**src/rtl/l15_store_pkg.sv**
```systemverilog
// Shared types and helpers for the L1.5 store-issue stage.
package l15_store_pkg;

  // Field widths of the registered output request (match the default top parameters).
  localparam int unsigned StAddrW = 64;
  localparam int unsigned StTidW  = 3;

  typedef enum logic [1:0] {
    StRun,
    StNiWait,
    StFence
  } state_e;

  typedef struct packed {
    logic [StAddrW-1:0] addr;
    logic [63:0]        data;
    logic [7:0]         be;
    logic [1:0]         size;
    logic [StTidW-1:0]  tid;
    logic               nc;
  } out_req_t;

  // Unsigned window test; a zero length disables the region.
  function automatic logic in_nonidem(input logic [63:0] addr,
                                      input logic [63:0] base,
                                      input logic [63:0] len);
    return (len != 64'h0) && (addr >= base) && ((addr - base) < len);
  endfunction

endpackage

```
**src/rtl/l15_store_issue_if.sv**
```systemverilog
// Store-issue bus bundle: upstream request, downstream L1.5 request, acks and fence.
interface l15_store_issue_if #(
  parameter int unsigned ADDR_WIDTH = 64,
  parameter int unsigned DATA_WIDTH = 64,
  parameter int unsigned TID_WIDTH  = 3
);
  logic                  req_valid_i;
  logic                  req_ready_o;
  logic [ADDR_WIDTH-1:0] req_addr_i;
  logic [DATA_WIDTH-1:0] req_data_i;
  logic [7:0]            req_be_i;
  logic [1:0]            req_size_i;
  logic                  out_valid_o;
  logic                  out_ready_i;
  logic [ADDR_WIDTH-1:0] out_addr_o;
  logic [DATA_WIDTH-1:0] out_data_o;
  logic [7:0]            out_be_o;
  logic [1:0]            out_size_o;
  logic [TID_WIDTH-1:0]  out_tid_o;
  logic                  out_nc_o;
  logic                  ack_valid_i;
  logic [TID_WIDTH-1:0]  ack_tid_i;
  logic                  fence_i;
  logic                  fence_done_o;
  logic                  empty_o;
  logic [TID_WIDTH:0]    outstanding_o;
  logic                  spurious_ack_o;

  // Store-issue stage side.
  modport slave (
    input  req_valid_i, req_addr_i, req_data_i, req_be_i, req_size_i,
    input  out_ready_i, ack_valid_i, ack_tid_i, fence_i,
    output req_ready_o, out_valid_o, out_addr_o, out_data_o, out_be_o, out_size_o,
    output out_tid_o, out_nc_o, fence_done_o, empty_o, outstanding_o, spurious_ack_o
  );

  // Environment side (write buffer, L1.5 adapter).
  modport master (
    output req_valid_i, req_addr_i, req_data_i, req_be_i, req_size_i,
    output out_ready_i, ack_valid_i, ack_tid_i, fence_i,
    input  req_ready_o, out_valid_o, out_addr_o, out_data_o, out_be_o, out_size_o,
    input  out_tid_o, out_nc_o, fence_done_o, empty_o, outstanding_o, spurious_ack_o
  );
endinterface

```
**src/rtl/l15_tid_alloc.sv**
```systemverilog
// TID allocator: busy bitmap, lowest-free pick, in-flight count, spurious-ack flag.
module l15_tid_alloc #(
  parameter int unsigned TID_WIDTH       = 3,
  parameter int unsigned MAX_OUTSTANDING = 7
) (
  input  logic                 clk_i,
  input  logic                 rst_i,
  input  logic                 alloc_i,
  input  logic                 ack_valid_i,
  input  logic [TID_WIDTH-1:0] ack_tid_i,
  output logic                 full_o,
  output logic [TID_WIDTH-1:0] free_tid_o,
  output logic [TID_WIDTH:0]   outstanding_o,
  output logic                 spurious_ack_o
);

  logic [MAX_OUTSTANDING-1:0] busy_q, busy_d;
  logic [TID_WIDTH:0]         count_q, count_d;
  logic                       spurious_q;
  logic                       ack_hit;

  // Lowest-index free TID; scan downwards so the lowest match wins.
  always_comb begin
    full_o     = 1'b1;
    free_tid_o = '0;
    for (int i = MAX_OUTSTANDING - 1; i >= 0; i--) begin
      if (!busy_q[i]) begin
        full_o     = 1'b0;
        free_tid_o = TID_WIDTH'(i);
      end
    end
  end

  // Bitmap and count update; an ack only frees a TID that is currently busy.
  always_comb begin
    busy_d  = busy_q;
    ack_hit = 1'b0;
    for (int i = 0; i < MAX_OUTSTANDING; i++) begin
      if (alloc_i && !full_o && (free_tid_o == TID_WIDTH'(i))) busy_d[i] = 1'b1;
      if (ack_valid_i && (ack_tid_i == TID_WIDTH'(i)) && busy_q[i]) begin
        busy_d[i] = 1'b0;
        ack_hit   = 1'b1;
      end
    end
    count_d = count_q + (TID_WIDTH + 1)'(alloc_i && !full_o) - (TID_WIDTH + 1)'(ack_hit);
  end

  // Registered state; freed TIDs become allocatable the following cycle.
  always_ff @(posedge clk_i) begin
    if (rst_i) begin
      busy_q     <= '0;
      count_q    <= '0;
      spurious_q <= 1'b0;
    end else begin
      busy_q     <= busy_d;
      count_q    <= count_d;
      spurious_q <= ack_valid_i && !ack_hit;
    end
  end

  assign outstanding_o  = count_q;
  assign spurious_ack_o = spurious_q;

endmodule

```
**src/rtl/l15_store_issue.sv**
```systemverilog
// Store-issue stage between the dcache write buffer and the L1.5 NoC adapter.
// Optional: define L15_STORE_BIG_ENDIAN_EN to byte-swap data and byte-enables.
module l15_store_issue
  import l15_store_pkg::*;
#(
  parameter int unsigned ADDR_WIDTH      = 64,
  parameter int unsigned DATA_WIDTH      = 64,
  parameter int unsigned TID_WIDTH       = 3,
  parameter int unsigned MAX_OUTSTANDING = 7,
  parameter logic [63:0] NONIDEM_BASE    = 64'h0,
  parameter logic [63:0] NONIDEM_LEN     = 64'h8000_0000
) (
  input logic              clk_i,
  input logic              rst_i,
  l15_store_issue_if.slave bus
);

  state_e                  state_q;
  logic                    fence_done_q;
  out_req_t                out_q;
  logic                    out_valid_q;
  logic                    full;
  logic [TID_WIDTH-1:0]    free_tid;
  logic [TID_WIDTH:0]      outstanding;
  logic                    spurious;
  logic                    nonidem, empty, nc_ok, out_free, req_ready, accept;
  logic [DATA_WIDTH-1:0]   data_conv;
  logic [7:0]              be_conv;

  assign nonidem   = in_nonidem(64'(bus.req_addr_i), NONIDEM_BASE, NONIDEM_LEN);
  assign empty     = (outstanding == '0) && !out_valid_q;
  assign nc_ok     = !nonidem || empty;
  assign out_free  = !out_valid_q || bus.out_ready_i;
  // A same-cycle fence blocks acceptance.
  assign req_ready = (state_q == StRun) && !bus.fence_i && out_free && !full && nc_ok;
  assign accept    = bus.req_valid_i && req_ready;

  // Endian stage applied on the way into the output register.
  always_comb begin
    data_conv = bus.req_data_i;
    be_conv   = bus.req_be_i;
`ifdef L15_STORE_BIG_ENDIAN_EN
    for (int i = 0; i < 8; i++) begin
      data_conv[8*i +: 8] = bus.req_data_i[8*(7-i) +: 8];
      be_conv[i]          = bus.req_be_i[7-i];
    end
`endif
  end

  l15_tid_alloc #(
    .TID_WIDTH       (TID_WIDTH),
    .MAX_OUTSTANDING (MAX_OUTSTANDING)
  ) u_tid_alloc (
    .clk_i          (clk_i),
    .rst_i          (rst_i),
    .alloc_i        (accept),
    .ack_valid_i    (bus.ack_valid_i),
    .ack_tid_i      (bus.ack_tid_i),
    .full_o         (full),
    .free_tid_o     (free_tid),
    .outstanding_o  (outstanding),
    .spurious_ack_o (spurious)
  );

  // Output register: load on accept, hold until the adapter takes it.
  always_ff @(posedge clk_i) begin
    if (rst_i) begin
      out_valid_q <= 1'b0;
      out_q       <= '0;
    end else if (accept) begin
      out_valid_q <= 1'b1;
      out_q.addr  <= StAddrW'(bus.req_addr_i);
      out_q.data  <= 64'(data_conv);
      out_q.be    <= be_conv;
      out_q.size  <= bus.req_size_i;
      out_q.tid   <= StTidW'(free_tid);
      out_q.nc    <= nonidem;
    end else if (bus.out_ready_i) begin
      out_valid_q <= 1'b0;
    end
  end

  // Control FSM: non-idempotent serialisation and fence drain with a registered done pulse.
  always_ff @(posedge clk_i) begin
    if (rst_i) begin
      state_q      <= StRun;
      fence_done_q <= 1'b0;
    end else begin
      fence_done_q <= 1'b0;
      case (state_q)
        StRun: begin
          if (bus.fence_i) begin
            if (empty) fence_done_q <= 1'b1;
            else       state_q      <= StFence;
          end else if (bus.req_valid_i && !nc_ok) begin
            state_q <= StNiWait;
          end
        end
        StNiWait: if (empty) state_q <= StRun;
        StFence: begin
          if (empty) begin
            fence_done_q <= 1'b1;
            state_q      <= StRun;
          end
        end
        default: state_q <= StRun;
      endcase
    end
  end

  assign bus.req_ready_o    = req_ready;
  assign bus.out_valid_o    = out_valid_q;
  assign bus.out_addr_o     = ADDR_WIDTH'(out_q.addr);
  assign bus.out_data_o     = DATA_WIDTH'(out_q.data);
  assign bus.out_be_o       = out_q.be;
  assign bus.out_size_o     = out_q.size;
  assign bus.out_tid_o      = TID_WIDTH'(out_q.tid);
  assign bus.out_nc_o       = out_q.nc;
  assign bus.fence_done_o   = fence_done_q;
  assign bus.empty_o        = empty;
  assign bus.outstanding_o  = outstanding;
  assign bus.spurious_ack_o = spurious;

endmodule

```
**src/flat_wrapper.sv**
```systemverilog
// flat-port wrapper written by rule: the top's interface ports become plain ports
module l15_store_issue_flat import l15_store_pkg::*;
#(
  parameter int unsigned ADDR_WIDTH      = 64,
  parameter int unsigned DATA_WIDTH      = 64,
  parameter int unsigned TID_WIDTH       = 3,
  parameter int unsigned MAX_OUTSTANDING = 7,
  parameter logic [63:0] NONIDEM_BASE    = 64'h0,
  parameter logic [63:0] NONIDEM_LEN     = 64'h8000_0000
)
  (clk_i, rst_i, bus_req_valid_i, bus_req_addr_i, bus_req_data_i, bus_req_be_i, bus_req_size_i, bus_out_ready_i, bus_ack_valid_i, bus_ack_tid_i, bus_fence_i, bus_req_ready_o, bus_out_valid_o, bus_out_addr_o, bus_out_data_o, bus_out_be_o, bus_out_size_o, bus_out_tid_o, bus_out_nc_o, bus_fence_done_o, bus_empty_o, bus_outstanding_o, bus_spurious_ack_o);
  l15_store_issue_if #(.ADDR_WIDTH(ADDR_WIDTH), .DATA_WIDTH(DATA_WIDTH), .TID_WIDTH(TID_WIDTH)) bus_i ();
  input logic clk_i;
  input logic rst_i;
  input wire logic [$bits(bus_i.req_valid_i)-1:0] bus_req_valid_i;
  input wire logic [$bits(bus_i.req_addr_i)-1:0] bus_req_addr_i;
  input wire logic [$bits(bus_i.req_data_i)-1:0] bus_req_data_i;
  input wire logic [$bits(bus_i.req_be_i)-1:0] bus_req_be_i;
  input wire logic [$bits(bus_i.req_size_i)-1:0] bus_req_size_i;
  input wire logic [$bits(bus_i.out_ready_i)-1:0] bus_out_ready_i;
  input wire logic [$bits(bus_i.ack_valid_i)-1:0] bus_ack_valid_i;
  input wire logic [$bits(bus_i.ack_tid_i)-1:0] bus_ack_tid_i;
  input wire logic [$bits(bus_i.fence_i)-1:0] bus_fence_i;
  output wire logic [$bits(bus_i.req_ready_o)-1:0] bus_req_ready_o;
  output wire logic [$bits(bus_i.out_valid_o)-1:0] bus_out_valid_o;
  output wire logic [$bits(bus_i.out_addr_o)-1:0] bus_out_addr_o;
  output wire logic [$bits(bus_i.out_data_o)-1:0] bus_out_data_o;
  output wire logic [$bits(bus_i.out_be_o)-1:0] bus_out_be_o;
  output wire logic [$bits(bus_i.out_size_o)-1:0] bus_out_size_o;
  output wire logic [$bits(bus_i.out_tid_o)-1:0] bus_out_tid_o;
  output wire logic [$bits(bus_i.out_nc_o)-1:0] bus_out_nc_o;
  output wire logic [$bits(bus_i.fence_done_o)-1:0] bus_fence_done_o;
  output wire logic [$bits(bus_i.empty_o)-1:0] bus_empty_o;
  output wire logic [$bits(bus_i.outstanding_o)-1:0] bus_outstanding_o;
  output wire logic [$bits(bus_i.spurious_ack_o)-1:0] bus_spurious_ack_o;
  assign bus_i.req_valid_i = bus_req_valid_i;
  assign bus_i.req_addr_i = bus_req_addr_i;
  assign bus_i.req_data_i = bus_req_data_i;
  assign bus_i.req_be_i = bus_req_be_i;
  assign bus_i.req_size_i = bus_req_size_i;
  assign bus_i.out_ready_i = bus_out_ready_i;
  assign bus_i.ack_valid_i = bus_ack_valid_i;
  assign bus_i.ack_tid_i = bus_ack_tid_i;
  assign bus_i.fence_i = bus_fence_i;
  assign bus_req_ready_o = bus_i.req_ready_o;
  assign bus_out_valid_o = bus_i.out_valid_o;
  assign bus_out_addr_o = bus_i.out_addr_o;
  assign bus_out_data_o = bus_i.out_data_o;
  assign bus_out_be_o = bus_i.out_be_o;
  assign bus_out_size_o = bus_i.out_size_o;
  assign bus_out_tid_o = bus_i.out_tid_o;
  assign bus_out_nc_o = bus_i.out_nc_o;
  assign bus_fence_done_o = bus_i.fence_done_o;
  assign bus_empty_o = bus_i.empty_o;
  assign bus_outstanding_o = bus_i.outstanding_o;
  assign bus_spurious_ack_o = bus_i.spurious_ack_o;
  l15_store_issue #(.ADDR_WIDTH(ADDR_WIDTH), .DATA_WIDTH(DATA_WIDTH), .TID_WIDTH(TID_WIDTH), .MAX_OUTSTANDING(MAX_OUTSTANDING), .NONIDEM_BASE(NONIDEM_BASE), .NONIDEM_LEN(NONIDEM_LEN)) u_core (.clk_i(clk_i), .rst_i(rst_i), .bus(bus_i));
endmodule
```
**config.mk**
```make
export PLATFORM = sky130hd
export DESIGN_NAME = l15_store_issue_flat
export DESIGN_NICKNAME = d
export VERILOG_FILES = /design/src/rtl/l15_store_pkg.sv /design/src/rtl/l15_store_issue_if.sv /design/src/rtl/l15_tid_alloc.sv /design/src/rtl/l15_store_issue.sv /design/src/flat_wrapper.sv
export SDC_FILE = /design/constraint.sdc
export NUM_CORES = 1
export LEC_CHECK = 0
export CAP_MARGIN = 40
export CORE_ASPECT_RATIO = 1.75
export CORE_MARGIN = 5
export CORE_UTILIZATION = 38
export CTS_CLUSTER_DIAMETER = 60
export DETAILED_ROUTE_END_ITERATION = 16
export GPL_TIMING_DRIVEN = 0
export PLACE_DENSITY = 0.78
export SLEW_MARGIN = 20
export SYNTH_ARGS = -nofsm -noshare
export SYNTH_HDL_FRONTEND = slang
export SYNTH_HIERARCHICAL = 1
export SYNTH_SLANG_ARGS = --single-unit
```
**constraint.sdc**
```tcl
create_clock -name clk_i -period 4 [get_ports clk_i]
set_input_delay 0.8 -clock clk_i [delete_from_list [all_inputs] [get_ports clk_i]]
set_output_delay 0.8 -clock clk_i [all_outputs]
set_load 0.005 [all_outputs]
```
==> Yosys cells after proc, flatten, opt, wreduce, memory -nomap -nowiden <==
Index checks and enable logic that the tools add are counted.
{ "classes": {"add_sub_neg": 2, "n_lt_le_gt_ge": 2, "eq_ne": 17, "mux": 31, "n_reduce_logical": 53} }
{ "op_table": {"columns": ["operator", "n"], "rows": [
  ["64-bit by 1-bit >= comparator with 1-bit output, second input constant", 1],
  ["64-bit by 32-bit < comparator with 1-bit output, second input constant", 1],
  ["1-bit logical AND", 31],
  ["3-bit two-way mux", 7],
  ["3-bit equality test, second input constant", 6],
  ["1-bit two-way mux", 18],
  ["2-bit OR reduction", 8],
  ["3-bit by 2-bit equality test with 1-bit output, second input constant", 4],
  ["2-bit two-way mux", 4],
  ["3-bit by 1-bit equality test with 1-bit output, second input constant", 2],
  ["1-bit logical NOT", 6],
  ["3-bit logical NOT", 2],
  ["3-bit inequality test, second input constant", 2],
  ["4-bit by 1-bit adder with 4-bit output", 1],
  ["4-bit logical NOT", 1],
  ["2-bit one-hot mux with 2 select lines", 1],
  ["4-bit by 1-bit subtractor with 4-bit output", 1],
  ["3-bit AND reduction", 1],
  ["2-bit by 1-bit equality test with 1-bit output, second input constant", 1],
  ["2-bit equality test, second input constant", 1],
  ["2-bit logical NOT", 1],
  ["1-bit logical OR", 2],
  ["2-bit by 1-bit inequality test with 1-bit output, second input constant", 1],
  ["1-bit one-hot mux with 2 select lines", 1],
  ["2-bit nonzero test", 1]
]} }
{ "totals": {"reg_bits": 158, "in_bits": 147, "out_inout_bits": 151, "elab_cells": 123} }

==> Longest topological paths before layout <==
{ "logic_depth": {"depth_word": 14, "mapped_depth": 15, "depth_no_buf": 13} }

==> Cells and area by module <==
Netlist, hierarchy kept.
{ "modules_own_cells": {"columns": ["mod", "instances", "cells_each", "area_each_um2", "seq_area_each_um2"], "rows": [
  ["l15_store_issue", 1, 1055, 9260.1, 2922.8],
  ["l15_tid_alloc", 1, 81, 730.7, 240.2]
]} }

==> Worst setup path before layout <==
OpenSTA, ideal clock, no wires.
{ "synth_timing": {"path_kind": "in2reg", "from": "input port bus_req_addr_i[34]", "to": "register u_core.u_tid_alloc.count_q[3] (netlist: u_core/u_tid_alloc/outstanding_o[3])", "arrival_time_ns": 3.179, "t_required_ns": 3.931, "path_slack_ns": 0.752, "cell_stages": 14, "n_path_buf": 3, "path_cell_list": "nor4_1 > and4_1 > buf_4 > and4_1 > buf_2 > nor2_1 > clkbuf_1 > nand2b_1 > ha_1 > inv_1 > ha_1 > a21o_1 > a2111o_1 > o21ai_1"} }
{ "synth_via": {"elab_chain_len": 9, "word_cells_on_any_way": 10, "cone_classes": "2 x add/sub; 2 x order compare; 6 x reduce/logical"} }
{ "synth_lines": {"columns": ["element", "line", "source"], "rows": [
  ["start: declaration", "flat_wrapper.sv:16", "input wire logic [$bits(bus_i.req_addr_i)-1:0] bus_req_addr_i;"],
  ["64-bit by 1-bit >= comparator with 1-bit output or 64-bit by 32-bit < comparator with 1-bit output (tied branches)", "l15_store_pkg.sv:27", "return (len != 64'h0) && (addr >= base) && ((addr - base) < len);"],
  ["1-bit logical AND *", "l15_store_pkg.sv:27", null],
  ["1-bit logical NOT *", "l15_store_issue.sv:32", "assign nc_ok = !nonidem || empty;"],
  ["1-bit logical OR *", "l15_store_issue.sv:32", null],
  ["1-bit logical AND *", "l15_store_issue.sv:35", "assign req_ready = (state_q == StRun) && !bus.fence_i && out_free && !full && nc_ok;"],
  ["1-bit logical AND *", "l15_store_issue.sv:36", "assign accept = bus.req_valid_i && req_ready;"],
  ["named net u_core.accept", "l15_store_issue.sv:26", "logic nonidem, empty, nc_ok, out_free, req_ready, accept;"],
  ["1-bit logical AND *", "l15_tid_alloc.sv:45", "count_d = count_q + (TID_WIDTH + 1)'(alloc_i && !full_o) - (TID_WIDTH + 1)'(ack_hit);"],
  ["4-bit by 1-bit adder with 4-bit output *", "l15_tid_alloc.sv:45", null],
  ["4-bit by 1-bit subtractor with 4-bit output *", "l15_tid_alloc.sv:45", null],
  ["end signal: assignment", "l15_tid_alloc.sv:56", "count_q <= count_d;"],
  ["end: declaration", "l15_tid_alloc.sv:18", "logic [TID_WIDTH:0] count_q, count_d;"]
]} }
Mark *: on every way through the listed nets, which the timed path passes. The rest lies on a longest branch.
A chain may end at the register's enable or synchronous reset.

==> Final worst setup path <==
{ "layout_timing": {"from": "input port bus_req_addr_i[58]", "to": "output port bus_req_ready_o"} }
{ "layout_via": {"elab_chain_len": 5, "word_cells_on_any_way": 6, "cone_classes": "2 x order compare; 4 x reduce/logical"} }
{ "layout_lines": {"columns": ["element", "line", "source"], "rows": [
  ["64-bit by 1-bit >= comparator with 1-bit output or 64-bit by 32-bit < comparator with 1-bit output (tied branches)", "l15_store_pkg.sv:27", null],
  ["1-bit logical AND *", "l15_store_pkg.sv:27", null],
  ["1-bit logical NOT *", "l15_store_issue.sv:32", null],
  ["1-bit logical OR *", "l15_store_issue.sv:32", null],
  ["1-bit logical AND *", "l15_store_issue.sv:35", null],
  ["end: declaration", "flat_wrapper.sv:24", "output wire logic [$bits(bus_i.req_ready_o)-1:0] bus_req_ready_o;"]
]} }
Mark *: on every way between the ends. The rest lies on a longest branch, timed or not.

==> results.md <==
* Yosys top cell area share at 31.7%
* Unique masters post-synth at 47
* ANT nets after route at 0
* Vias in the first global route at 10900
* Power per cell area at 391 nW/um^2
* Routed WL per cell at 21.5 um
* Switching share of power at 35.4%
* Worst skew pair latency at 450 ps
* Mapped Area at 9990 um^2
* Int Pwr at 3.54 mW
* Setup violators final at 0
* Fin cells at 1787
* Least-Margin Pin Slew at 819 ps
* Routed wire length at 38400 um
* Rel. slew slack at 45.4%
* Clk slew on worst S/H paths at 60 ps
* Crit-path cells: clkdlybuf4s50_1 > nor4_4 > and4_1 > buf_6 > and4_4 > buf_6 > nor3_1 > clkdlybuf4s50_1
* Final GP Congestion at 0.911
* DP HPWL at 28800 um
* Combinational share of power at 35.5%
* Core region area at 26000 um^2
* Initial detailed-routing violation count at 735
* Tmin final at 3930 ps
* Num ports at 298
* Post-synthesis register bit count at 158
* Pins over their slew limit at 0
* Residual DRC count at 0
* Sw Pwr at 1.94 mW
* Cells after DPL at 1753
* Die W at 133 um
* H-tree depth at 4
* Setup crit start kind: primary input
* Critical path arrival at 3130 ps
* P_leak at 4.36 nW
* Clk root buf: clkbuf_16
* Via-per-instance ratio at 6.03
* Layout area overhead at 40.1%
* Crit path largest cell delay at 470 ps
* Final hold vios at 0
* Final core occ at 53.9%
* Slowest-stage cell, CP: clkdlybuf4s50_1
* Initial core utilization at 38.5%
* Post-synth EDFFs at 0
* Status: completed
* Share of cells above drive strength 1 at 13.2%
* Clk sink count at 158
* Register area at 3160 um^2
* First-pass GRT wire length at 59300 um
* Largest area contributor in the netlist: dfxtp_1
* CTS tree: yes
* Seq/Total Area, Yosys at 31.7%
* CP delay by family, top: buffers and inverters
* Die Ht at 225 um
* Worst-path fanout max at 10
* Grt total ovfl at 0
* Synthesized area per cell at 8.79 um^2
* RSZ-0062 raised after global routing: no
* Clock power frac at 30.7%
* Maximum Capacitance Violations at 0
* Total Routing Usage GR at 24.8%
* Crit path buf inv count at 4
* Asr flop ratio synth at 0%
* Crit. End Element: output port
* FP Rows at 78
* Most used DFF post-synth: dfxtp_1
* Port Buffer Count at 296
* CP Data Required Time at 3200 ps
* Total number of vias at 10800
* Share of total power in sequential cells at 33.8%
* Post-Syn Instances at 1136
* Clk buf depth at 2
* HP Class: reg2reg
* Most frequent cells in the layout: clkdlybuf4s50_1, dfxtp_1, nand2b_1, a21oi_1, nand4_1
* Cts bufs inserted at 17
* Synthesized Nets at 1290
* Die area at 29800 um^2
* Worst clock skew at 10.2 ps
* Drt first pass iters at 5
* Multi-input gate area at 6050 um^2
* Tcrit/Tclk final at 98.3%
* # nets final at 1606
* Yosys warnings at 6
* Fill cells at 2389
* Worst VDD drop at 277 uV
* Initial antenna violation count at 2
* Largest cells by area after synthesis: dfxtp_1, o221ai_2, nand3b_1
* Maximum number of pins on one net before global-route repair at 17
* Critical path class: in2out
* Fmax at 0.254 GHz
* Commonest non-fill, non-tap cell in the layout: clkdlybuf4s50_1
==> final cells by class <==
type | count | share of cell area (%)
Inverter | 13 | 0.349
Clock buffer | 21 | 3.22
Clock inverter | 11 | 1.01
Antenna cell | 2 | 0.0358
Buffer | 158 | 5.45
Multi-Input combinational cell | 807 | 43.2
Tap cell | 320 | 2.86
Sequential cell | 158 | 22.6
Timing Repair Buffer | 297 | 21.2
==> worst min-delay path, stage by stage, from the launching register on <==
cell and delay [ps]:
dfxtp_1 330, o41ai_1 70, o21ai_0 70
==> routing by layer <==
layer / vias to the layer above / track usage [%] / part of all wire (%)
li1: 5025 / - / -
met1: 5144 / 25.9 / 36
met2: 509 / 45.8 / 53
met3: 96 / 4.92 / 6.5
met4: 0 / 14.7 / 5.5
met5: - / 0 / 0
==> kinds of logic (layout without fill, tap and decap cells) <==
logic type | count (synthesis) | count (layout) | share of synthesized area [%]
flip-flops | 158 | 158 | 31.7
AND/OR/NAND/NOR | 481 | 481 | 31.9
buffers and inverters | 171 | 500 | 8.03
adder cells (fa/ha/maj) | 7 | 7 | 0.952
AO/OA/AOI/OAI | 315 | 315 | 27.0
XOR/XNOR | 2 | 2 | 0.175
multiplexers | 2 | 2 | 0.250
other | 0 | 2 | 0
==> stage by stage <==
stage	area, um^2	total power [mW]	hold WS [ps]	TNS [ps]	setup WS, ps
after global routing	14000	5.72	557	0	13.7
after detailed placement	13400	3.80	516	-2740	-722
final	14000	5.47	521	0	68.7
after global placement	13400	3.76	484	-2600	-697
after floorplan	9990	2.89	458	0	752
after CTS	14000	5.50	524	0	25.3
==> synthesized netlist by cell type, types with 2 or more instances <==
library cell and count:
buf_2 47, a31oi_1 7, a21oi_1 147, nand3b_1 142, o221ai_2 90, and4b_1 2
nor3_1 3, a311oi_1 6, clkbuf_1 85, buf_4 5, buf_1 10, a41oi_1 2
o21ai_0 3, nand2_1 4, nor2_1 13, inv_1 13, nor2b_1 6, dfxtp_1 158
ha_1 6, nand2b_1 147, nor4_1 7, o211ai_1 33, and4_1 6, o221ai_1 18
buf_6 11, xor2_1 2, nand4_1 143
==> state kept, by name (all words and copies together), names as in the netlist <==
signal                             cells
u_core/bus.out_be_o                    8
u_core/bus.out_valid_o                 1
u_core/bus.fence_done_o                1
u_core/u_tid_alloc/spurious_ack_o      1
u_core/bus.out_tid_o                   3
u_core/u_tid_alloc/outstanding_o       4
u_core/bus.out_addr_o                 64
u_core/bus.out_size_o                  2
u_core/bus.out_data_o                 64
u_core/state_q                         2
u_core/u_tid_alloc/busy_q              7
u_core/bus.out_nc_o                    1
==> power groups by stage <==
stage          clock [mW]  combinational, mW  sequential [mW]
2_1_floorplan           0               1.02             1.88
3_3_place_gp            0               1.88             1.88
3_5_place_dp            0               1.91             1.88
4_1_cts              1.72               1.93             1.85
5_1_grt              1.78               2.08             1.87
6_report             1.68               1.94             1.85
==> what timing repair did <==
item	in CTS	in global routing
resized for setup	6	1
hold buffers	0	0
setup endpoints to repair	4	1
setup buffers	0	0
pin swaps	1	1
==> worst paths after layout <==
path	depth (start not counted)	startpoint	endpoint	slack, ps
setup / recovery	8	bus_req_addr_i[58]	bus_req_ready_o	70
hold / removal	2	u_core/state_q[1]	u_core/state_q[1]	520
setup reg to reg	14	u_core/u_tid_alloc/outstanding_o[1]	u_core/u_tid_alloc/outstanding_o[2]	510
hold reg to reg	2	u_core/state_q[1]	u_core/state_q[1]	520
Power figures use the tool's default switching activity.
